$ cat src/rtl/bp_pkg.sv
// Shared types for the gshare PHT update controller: FSM states, 2-bit counter
// encodings, in-flight queue entry layout and the saturating counter update.
package bp_pkg;

    // Sizes the queue entry; the controller's IDX_W must equal this value.
    localparam int unsigned BP_IDX_W = 4;

    typedef enum logic [1:0] {
        INIT,
        RUN,
        RECOVER
    } bp_state_t;

    localparam logic [1:0] SNT = 2'b00;
    localparam logic [1:0] WNT = 2'b01;
    localparam logic [1:0] WT  = 2'b10;
    localparam logic [1:0] ST  = 2'b11;

    typedef struct packed {
        logic [BP_IDX_W-1:0] idx;
        logic [1:0]          ctr;
        logic                pred;
        logic [BP_IDX_W-1:0] ghr_snap;
    } bp_entry_t;

    function automatic logic [1:0] sat_update(input logic [1:0] ctr, input logic taken);
        logic [1:0] nxt;
        case (ctr)
            SNT:     nxt = taken ? WNT : SNT;
            WNT:     nxt = taken ? WT  : SNT;
            WT:      nxt = taken ? ST  : WNT;
            default: nxt = taken ? ST  : WT;
        endcase
        return nxt;
    endfunction

endpackage

$ cat src/rtl/bp_inflight_fifo.sv
// Synchronous FIFO holding in-flight branch records from fetch to resolve,
// with a combinational head and a clear that squashes all entries.
module bp_inflight_fifo #(
    parameter int unsigned DEPTH = 4,
    parameter int unsigned W     = 11
) (
    input  logic         clk,
    input  logic         rst,
    input  logic         push,
    input  logic         pop,
    input  logic         clear,
    input  logic [W-1:0] din,
    output logic [W-1:0] head,
    output logic         full,
    output logic         empty
);

    localparam int unsigned PW = $clog2(DEPTH);

    logic [W-1:0]  mem [DEPTH];
    logic [PW-1:0] rd_ptr;
    logic [PW-1:0] wr_ptr;
    logic [PW:0]   count;
    logic          do_push;
    logic          do_pop;

    assign full    = (count == (PW+1)'(DEPTH));
    assign empty   = (count == '0);
    assign do_push = push & ~full;
    assign do_pop  = pop & ~empty;
    assign head    = mem[rd_ptr];

    always_ff @(posedge clk) begin
        if (do_push && !clear) begin
            mem[wr_ptr] <= din;
        end
    end

    // Pointers wrap naturally because DEPTH is a power of two.
    always_ff @(posedge clk) begin
        if (rst || clear) begin
            rd_ptr <= '0;
            wr_ptr <= '0;
            count  <= '0;
        end else begin
            if (do_push) begin
                wr_ptr <= wr_ptr + 1'b1;
            end
            if (do_pop) begin
                rd_ptr <= rd_ptr + 1'b1;
            end
            case ({do_push, do_pop})
                2'b10:   count <= count + 1'b1;
                2'b01:   count <= count - 1'b1;
                default: count <= count;
            endcase
        end
    end

endmodule

$ cat src/rtl/bp_update_ctrl.sv
// gshare PHT controller: init sweep, speculative GHR and read index at fetch,
// in-flight branch tracking, counter write-back and mispredict GHR repair.
module bp_update_ctrl
    import bp_pkg::*;
#(
    parameter int unsigned SIZE     = 16,
    parameter int unsigned IDX_W    = 4,
    parameter int unsigned DEPTH    = 4,
    parameter logic [1:0]  INIT_VAL = 2'b11
) (
    input  logic             clk,
    input  logic             rst,
    input  logic             f_valid,
    input  logic             f_is_branch,
    input  logic [IDX_W-1:0] f_pc,
    output logic [IDX_W-1:0] pht_raddr,
    input  logic [1:0]       pht_rdata,
    output logic             f_pred_taken,
    output logic             f_ready,
    input  logic             e_valid,
    input  logic             e_is_branch,
    input  logic             e_taken,
    output logic             pht_we,
    output logic [IDX_W-1:0] pht_waddr,
    output logic [1:0]       pht_wdata,
    output logic             flush,
    output logic [IDX_W-1:0] ghr,
    output logic             init_busy,
    output logic             err_underflow
);

    bp_state_t        state;
    logic [IDX_W-1:0] init_cnt;
    logic [IDX_W-1:0] ghr_q;
    logic             err_q;
    logic             busy_q;

    bp_entry_t        push_entry;
    bp_entry_t        head_entry;
    logic             q_full;
    logic             q_empty;

    logic             resolve;
    logic             pop;
    logic             push;
    logic             mispredict;

    assign ghr           = ghr_q;
    assign init_busy     = busy_q;
    assign err_underflow = err_q;

    assign pht_raddr     = ghr_q ^ f_pc;
    assign f_ready       = (state == RUN) & ~q_full;
    assign f_pred_taken  = f_valid & f_is_branch & pht_rdata[1] & f_ready;

    assign resolve    = (state != INIT) & e_valid & e_is_branch;
    assign pop        = resolve & ~q_empty;
    assign mispredict = pop & (head_entry.pred != e_taken);
    assign flush      = mispredict;
    // A mispredict squashes the queue, so a fetch offered alongside it is dropped.
    assign push       = f_valid & f_is_branch & f_ready & ~mispredict;

    always_comb begin
        push_entry.idx      = pht_raddr;
        push_entry.ctr      = pht_rdata;
        push_entry.pred     = pht_rdata[1];
        push_entry.ghr_snap = ghr_q;
    end

    always_comb begin
        pht_we    = 1'b0;
        pht_waddr = '0;
        pht_wdata = '0;
        if (state == INIT) begin
            pht_we    = 1'b1;
            pht_waddr = init_cnt;
            pht_wdata = INIT_VAL;
        end else if (pop) begin
            pht_we    = 1'b1;
            pht_waddr = head_entry.idx;
            pht_wdata = sat_update(head_entry.ctr, e_taken);
        end
    end

    always_ff @(posedge clk) begin
        if (rst) begin
            state    <= INIT;
            init_cnt <= '0;
            ghr_q    <= '0;
            err_q    <= 1'b0;
            busy_q   <= 1'b1;
        end else begin
            case (state)
                INIT: begin
                    init_cnt <= init_cnt + 1'b1;
                    if (init_cnt == IDX_W'(SIZE - 1)) begin
                        state  <= RUN;
                        busy_q <= 1'b0;
                    end
                end
                RUN: begin
                    if (mispredict) begin
                        ghr_q <= IDX_W'({head_entry.ghr_snap, e_taken});
                        state <= RECOVER;
                    end else if (push) begin
                        ghr_q <= IDX_W'({ghr_q, pht_rdata[1]});
                    end
                end
                RECOVER: state <= RUN;
                default: state <= INIT;
            endcase
            if (resolve && q_empty) begin
                err_q <= 1'b1;
            end
        end
    end

    bp_inflight_fifo #(
        .DEPTH (DEPTH),
        .W     ($bits(bp_entry_t))
    ) u_fifo (
        .clk   (clk),
        .rst   (rst),
        .push  (push),
        .pop   (pop),
        .clear (mispredict),
        .din   (push_entry),
        .head  (head_entry),
        .full  (q_full),
        .empty (q_empty)
    );

endmodule

$ cat config.mk
export PLATFORM = sky130hd
export DESIGN_NAME = bp_update_ctrl
export DESIGN_NICKNAME = d
export VERILOG_FILES = /design/src/rtl/bp_pkg.sv /design/src/rtl/bp_inflight_fifo.sv /design/src/rtl/bp_update_ctrl.sv
export SDC_FILE = /design/constraint.sdc
export NUM_CORES = 1
export LEC_CHECK = 0
export BUFFER_PORTS_ARGS = -buffer_cell sky130_fd_sc_hd__clkbuf_2
export CORE_AREA = 2 2 79 66
export CTS_BUF_LIST = sky130_fd_sc_hd__clkbuf_4
export CTS_CLUSTER_DIAMETER = 40
export CTS_CLUSTER_SIZE = 30
export DETAILED_ROUTE_END_ITERATION = 12
export DIE_AREA = 0 0 81 68
export PLACE_DENSITY = 0.86
export SLEW_MARGIN = 40
export SYNTH_ARGS = -nofsm -noshare
export SYNTH_HDL_FRONTEND = slang
export SYNTH_SLANG_ARGS = --single-unit
$ cat constraint.sdc
create_clock -name clk -period 3.9 [get_ports clk]
set_clock_uncertainty 0.1 [all_clocks]
set_input_delay 0.195 -clock clk [delete_from_list [all_inputs] [get_ports clk]]
set_output_delay 0.195 -clock clk [all_outputs]
set_load 0.01 [all_outputs]
==> After elaboration in Yosys (flattened, before gate mapping) <==
Memory sizes are Yosys's and may differ from the RTL's. A register that Yosys moved wholly into a read port is not among the register bits.
Index checks and enable logic that the tools add are counted.
{ "word_totals": {"reg_bits": 19, "mem_bits_rw": 44, "inputBits": 13, "out_inout_bits": 20, "memories": 1} }
{ "mem_list": {"columns": ["memory", "depth", "word_bits", "rd", "rd_ports_with_merged_regs", "write_ports", "line_no", "rtl"], "rows": [
  ["u_fifo.mem", 4, 11, 1, 1, 1, "bp_inflight_fifo.sv:20", "logic [W-1:0] mem [DEPTH];"]
]} }
{ "classes": {"add_sub_neg": 5, "n_eq_ne": 11, "muxes": 21, "bitwise": 16, "n_reduce_logical": 13} }
{ "ops": {"columns": ["cell", "n"], "rows": [
  ["$mux 2", 8],
  ["$mux 4", 4],
  ["$and 1x1->1", 12],
  ["$pmux 2 s3", 2],
  ["$eq 2x1->1 const B", 3],
  ["$eq 2x2->1 const B", 3],
  ["$mux 1", 6],
  ["$pmux 3 s2", 1],
  ["$reduce_and 2->1", 3],
  ["$reduce_bool 2->1", 3],
  ["$add 2x1->2 const B", 2],
  ["$add 4x1->4 const B", 1],
  ["$eq 4x4->1 const B", 1],
  ["$logic_not 2->1", 2],
  ["$xor 4x4->4", 1],
  ["$add 3x1->3 const B", 1],
  ["$eq 3x3->1 const B", 1],
  ["$logic_not 3->1", 1],
  ["$not 1->1", 3],
  ["$sub 3x1->3 const B", 1],
  ["$logic_and 1x1->1", 2],
  ["$ne 2x1->1 const B", 1],
  ["$ne 2x2->1 const B", 1],
  ["$logic_not 1->1", 1],
  ["2 further kinds", 2]
]} }

==> Depth between registers and ports, before layout <==
{ "depth": {"word_depth": 11, "mapped_depth": 13, "mapped_depth_nobuf": 12} }

==> Hierarchy <==
A second synthesis with hierarchy kept.
{ "unflattened": {"cells_unflattened": 197, "hier_area_um2": 2844.0} }
{ "modules_own_cells": {"columns": ["mod", "instances", "cells_each", "area_per_inst_um2", "seq_area_each_um2"], "rows": [
  ["bp_inflight_fifo", 1, 112, 2079.5, 1501.4],
  ["bp_update_ctrl", 1, 85, 764.5, 240.2]
]} }

==> Worst setup path before layout <==
Ideal clock, no wire load.
{ "synth_path": {"path_kind": "register to register", "from": "register with a tool-made name", "to": "register u_fifo.count[2]", "setup_ns": 0.115, "arrival_ns": 2.556, "t_required_ns": 3.685, "slack_ns": 1.130, "stages_incl_launch_ff": 14, "cell_sequence": "dfxtp_1 > buf_6 > mux4_2 > xnor2_4 > nor2_4 > nor2_1 > inv_1 > ha_1 > inv_1 > fa_1 > xor2_1 > nor2_1 > xnor2_1 > nor2_1"} }
{ "synth_lines": {"columns": ["element", "line_no", "rtl"], "rows": [
  ["end signal: assignment", "bp_inflight_fifo.sv:53", "2'b10: count <= count + 1'b1;"],
  ["end signal: assignment", "bp_inflight_fifo.sv:54", "2'b01: count <= count - 1'b1;"],
  ["end signal: assignment", "bp_inflight_fifo.sv:55", "default: count <= count;"],
  ["end: declaration", "bp_inflight_fifo.sv:23", "logic [PW:0] count;"]
]} }

==> impl_metrics.json <==
{
  "start_kind": "flip-flop",
  "synth_top_family_by_area": "multiplexers",
  "intPower_uw": 855,
  "grt_start_max_net_pins": 14,
  "clk_pin_slew_ns": 0.10,
  "synthFlopType": "edfxtp_1",
  "synth.distinct_cells": 40,
  "async_flop_share_pct": 0,
  "dp.cells": 263,
  "p_clk_share_pct": 37.3,
  "cts_tree": "built",
  "crit_slowest_cell": "dfxtp_1",
  "dr_total_vias": 1481,
  "rows": 23,
  "cp_top_family": "flip-flops",
  "die_w_um": 81,
  "critical_path_peak_fanout": 9,
  "syn2layout_area_growth_pct": 14.5,
  "syn_area_per_cell_um2": 14.3,
  "yosys.area_share.simple_pct": 7.94,
  "dpl.hpwl_mm": 3.08,
  "maxCapViolCount": 0,
  "final_util_pct": 59.6,
  "synth_area_um2": 2490,
  "synth_adder_area_share_pct": 4.63,
  "grt_pass1_vias": 1341,
  "synth_most_common_cell": "edfxtp_1",
  "synth_compound_area_share_pct": 6.99,
  "hold_path_class": "input pin to flip-flop",
  "die_area_um2": 5510,
  "start_util_pct": 52.1,
  "viasPerCell": 5.27,
  "p_per_area_nw_per_um2": 381,
  "gr-total-overflow": 0,
  "cts_sinks": 57,
  "coreArea_um2": 4780,
  "rsz0062_at_grt": "false",
  "p_total_uw": 1090,
  "wl_mm": 4.39,
  "yosysSeqAreaShare_pct": 60.3,
  "end_kind": "flip-flop",
  "io_buffers": 32,
  "status": "completed",
  "synth_area_leader_cell": "edfxtp_1",
  "p_leak_uw": 0.00102,
  "netlist_instances": 174,
  "path_buf_inv": 2,
  "clock_latency_ns": 0.39,
  "ir_drop_mv": 0.242,
  "path_class": "flip-flop to flip-flop",
  "clk_path_buf_depth": 2,
  "avgRoutedWirePerCell_um": 15.6,
  "cts_buffers": 9,
  "finalSetupViolCount": 0,
  "fin_cells": 281,
  "drtIter0Drc": 66,
  "dieHeight_um": 68,
  "arrival_ns": 3.10,
  "seqPwrFrac_pct": 59.2,
  "cp_common_cell": "nor2_1",
  "cp_cell_sequence": "mux4_2 -> xnor2_4 -> nor2_4 -> nor2_1 -> inv_1 -> ha_1 -> inv_1 -> fa_1 -> xor2_1 -> nor2_1 -> xnor2_1 -> nor2_1",
  "period_share_pct": 75.1,
  "detail-route-antenna-nets": 0,
  "grt.total_usage_pct": 17.8,
  "clock.fmax_mhz": 341,
  "p_switching_uw": 231,
  "ys_seq_elements": 57,
  "place_congestion": 0.740,
  "drive_above_1_share_pct": 23.7,
  "maxSlewViolCount": 0,
  "max_slew_margin_pct": 53.5,
  "synth-xor-area-share_pct": 5.68,
  "required_ns": 4.07,
  "period_needed_ns": 2.93,
  "netlist_top_cells_count": "36 x edfxtp_1, 23 x nor2_1, 21 x dfxtp_1",
  "firstDrtPassIters": 4,
  "comb_power_share_pct": 3.5,
  "setup_slack_ns": 0.970,
  "hold_viol_final": 0,
  "cts-root-buf": "clkbuf_4",
  "htreeDepth": 3,
  "grt_pass1_wl_mm": 6.73,
  "swShare_pct": 21.3,
  "synth_top_area_share_pct": 43.4,
  "max_stage_delay_ns": 0.54,
  "synth_area_leaders": "edfxtp_1 43%, dfxtp_1 17%, mux4_1 8.4%",
  "ys_warn_count": 0,
  "tns_ns": 0,
  "drcViolationCount": 0,
  "syn_nets": 194,
  "n_antenna_cell": 0,
  "ios": 33,
  "nNetsFinal": 234,
  "synth_edf_count": 36,
  "worst_pin_slew_ns": 0.694,
  "antenna_found_initial": 0,
  "synth_mux_area_share_pct": 11.4,
  "dp_slack_ns": 1.02
}
per-stage QoR:
stage	cell area, µm²	hold WS [ns]
6_report	2850	0.0617
5_1_grt	2850	0.0450
4_1_cts	2850	0.0356
3_5_place_dp	2700	0.329
3_3_place_gp	2700	0.320
2_1_floorplan	2490	0.174
cell usage in the layout, fill, tap and decap left out, types with 5 or more instances in the layout:
cell type  synthesis  routed
dfxtp_1           21      21
nor2_1            23      23
inv_1              9       9
edfxtp_1          36      36
clkbuf_2           1      32
mux2i_1            5       5
mux4_1             8       8
ha_1               6       6
clkbuf_4           0      10
xor2_1             9       9
kinds of logic after synthesis:
logic type	count (synthesis)
adders and majority gates	9
DFF	57
buffers and inverters	16
AOI/OAI and AO/OA	22
muxes	14
xor gates and xnor gates	14
and+or+nand+nor	42
area by class of cell:
class	count	area [µm²]
Multi-Input combinational cell	101	911
Tap cell	62	77.6
Fill cell	380	1930
Timing Repair Buffer	35	188
Inverter	10	37.5
Sequential cell	57	1500
Clock inverter	6	58.8
Clock buffer	10	75.1
registers in the layout (all words and copies together), names as in the netlist, named ones only:
register / cells
u_fifo.count: 3
init_cnt: 4
err_underflow: 1
init_busy: 1
u_fifo.rd_ptr: 2
state: 2
ghr: 4
u_fifo.wr_ptr: 2
u_fifo.mem: 36
power groups by stage:
stage,Clock [µW],Sequential (µW),Combinational [µW]
finish,405,643,37.5
global route,441,644,41.7
global placement,0,657,34.0
detailed placement,0,657,35.6
floorplan,0,656,20.0
CTS,419,643,37.9
layer usage:
metal / vias up / GRT usage (%) / routed length [µm]
met3: 2 / 8.05 / 285
li1: 721 / - / -
met5: - / 0 / 0
met2: 42 / 28.3 / 2200
met4: 0 / 6.99 / 19
met1: 716 / 21.5 / 1880
path summary, 6_finish.rpt:
| check | startpoint | endpoint | slack, ns | cells after the start |
|---|---|---|---|---|
| setup reg to reg | flip-flop | u_fifo.count[2] | 0.97 | 12 |
| setup / recovery | flip-flop | u_fifo.count[2] | 0.97 | 12 |
| hold / removal | rst | init_cnt[1] | 0.06 | 2 |
| hold reg to reg | init_busy | init_busy | 0.37 | 1 |
what timing repair did:
item / CTS / global route
resized for setup: 0 / 0
setup buffers: 0 / 0
hold buffers: 2 / 0
hold endpoints to repair: 8 / 0
endpoints found under the setup margin: 0 / 0
(Power assumes the default switching activity.)
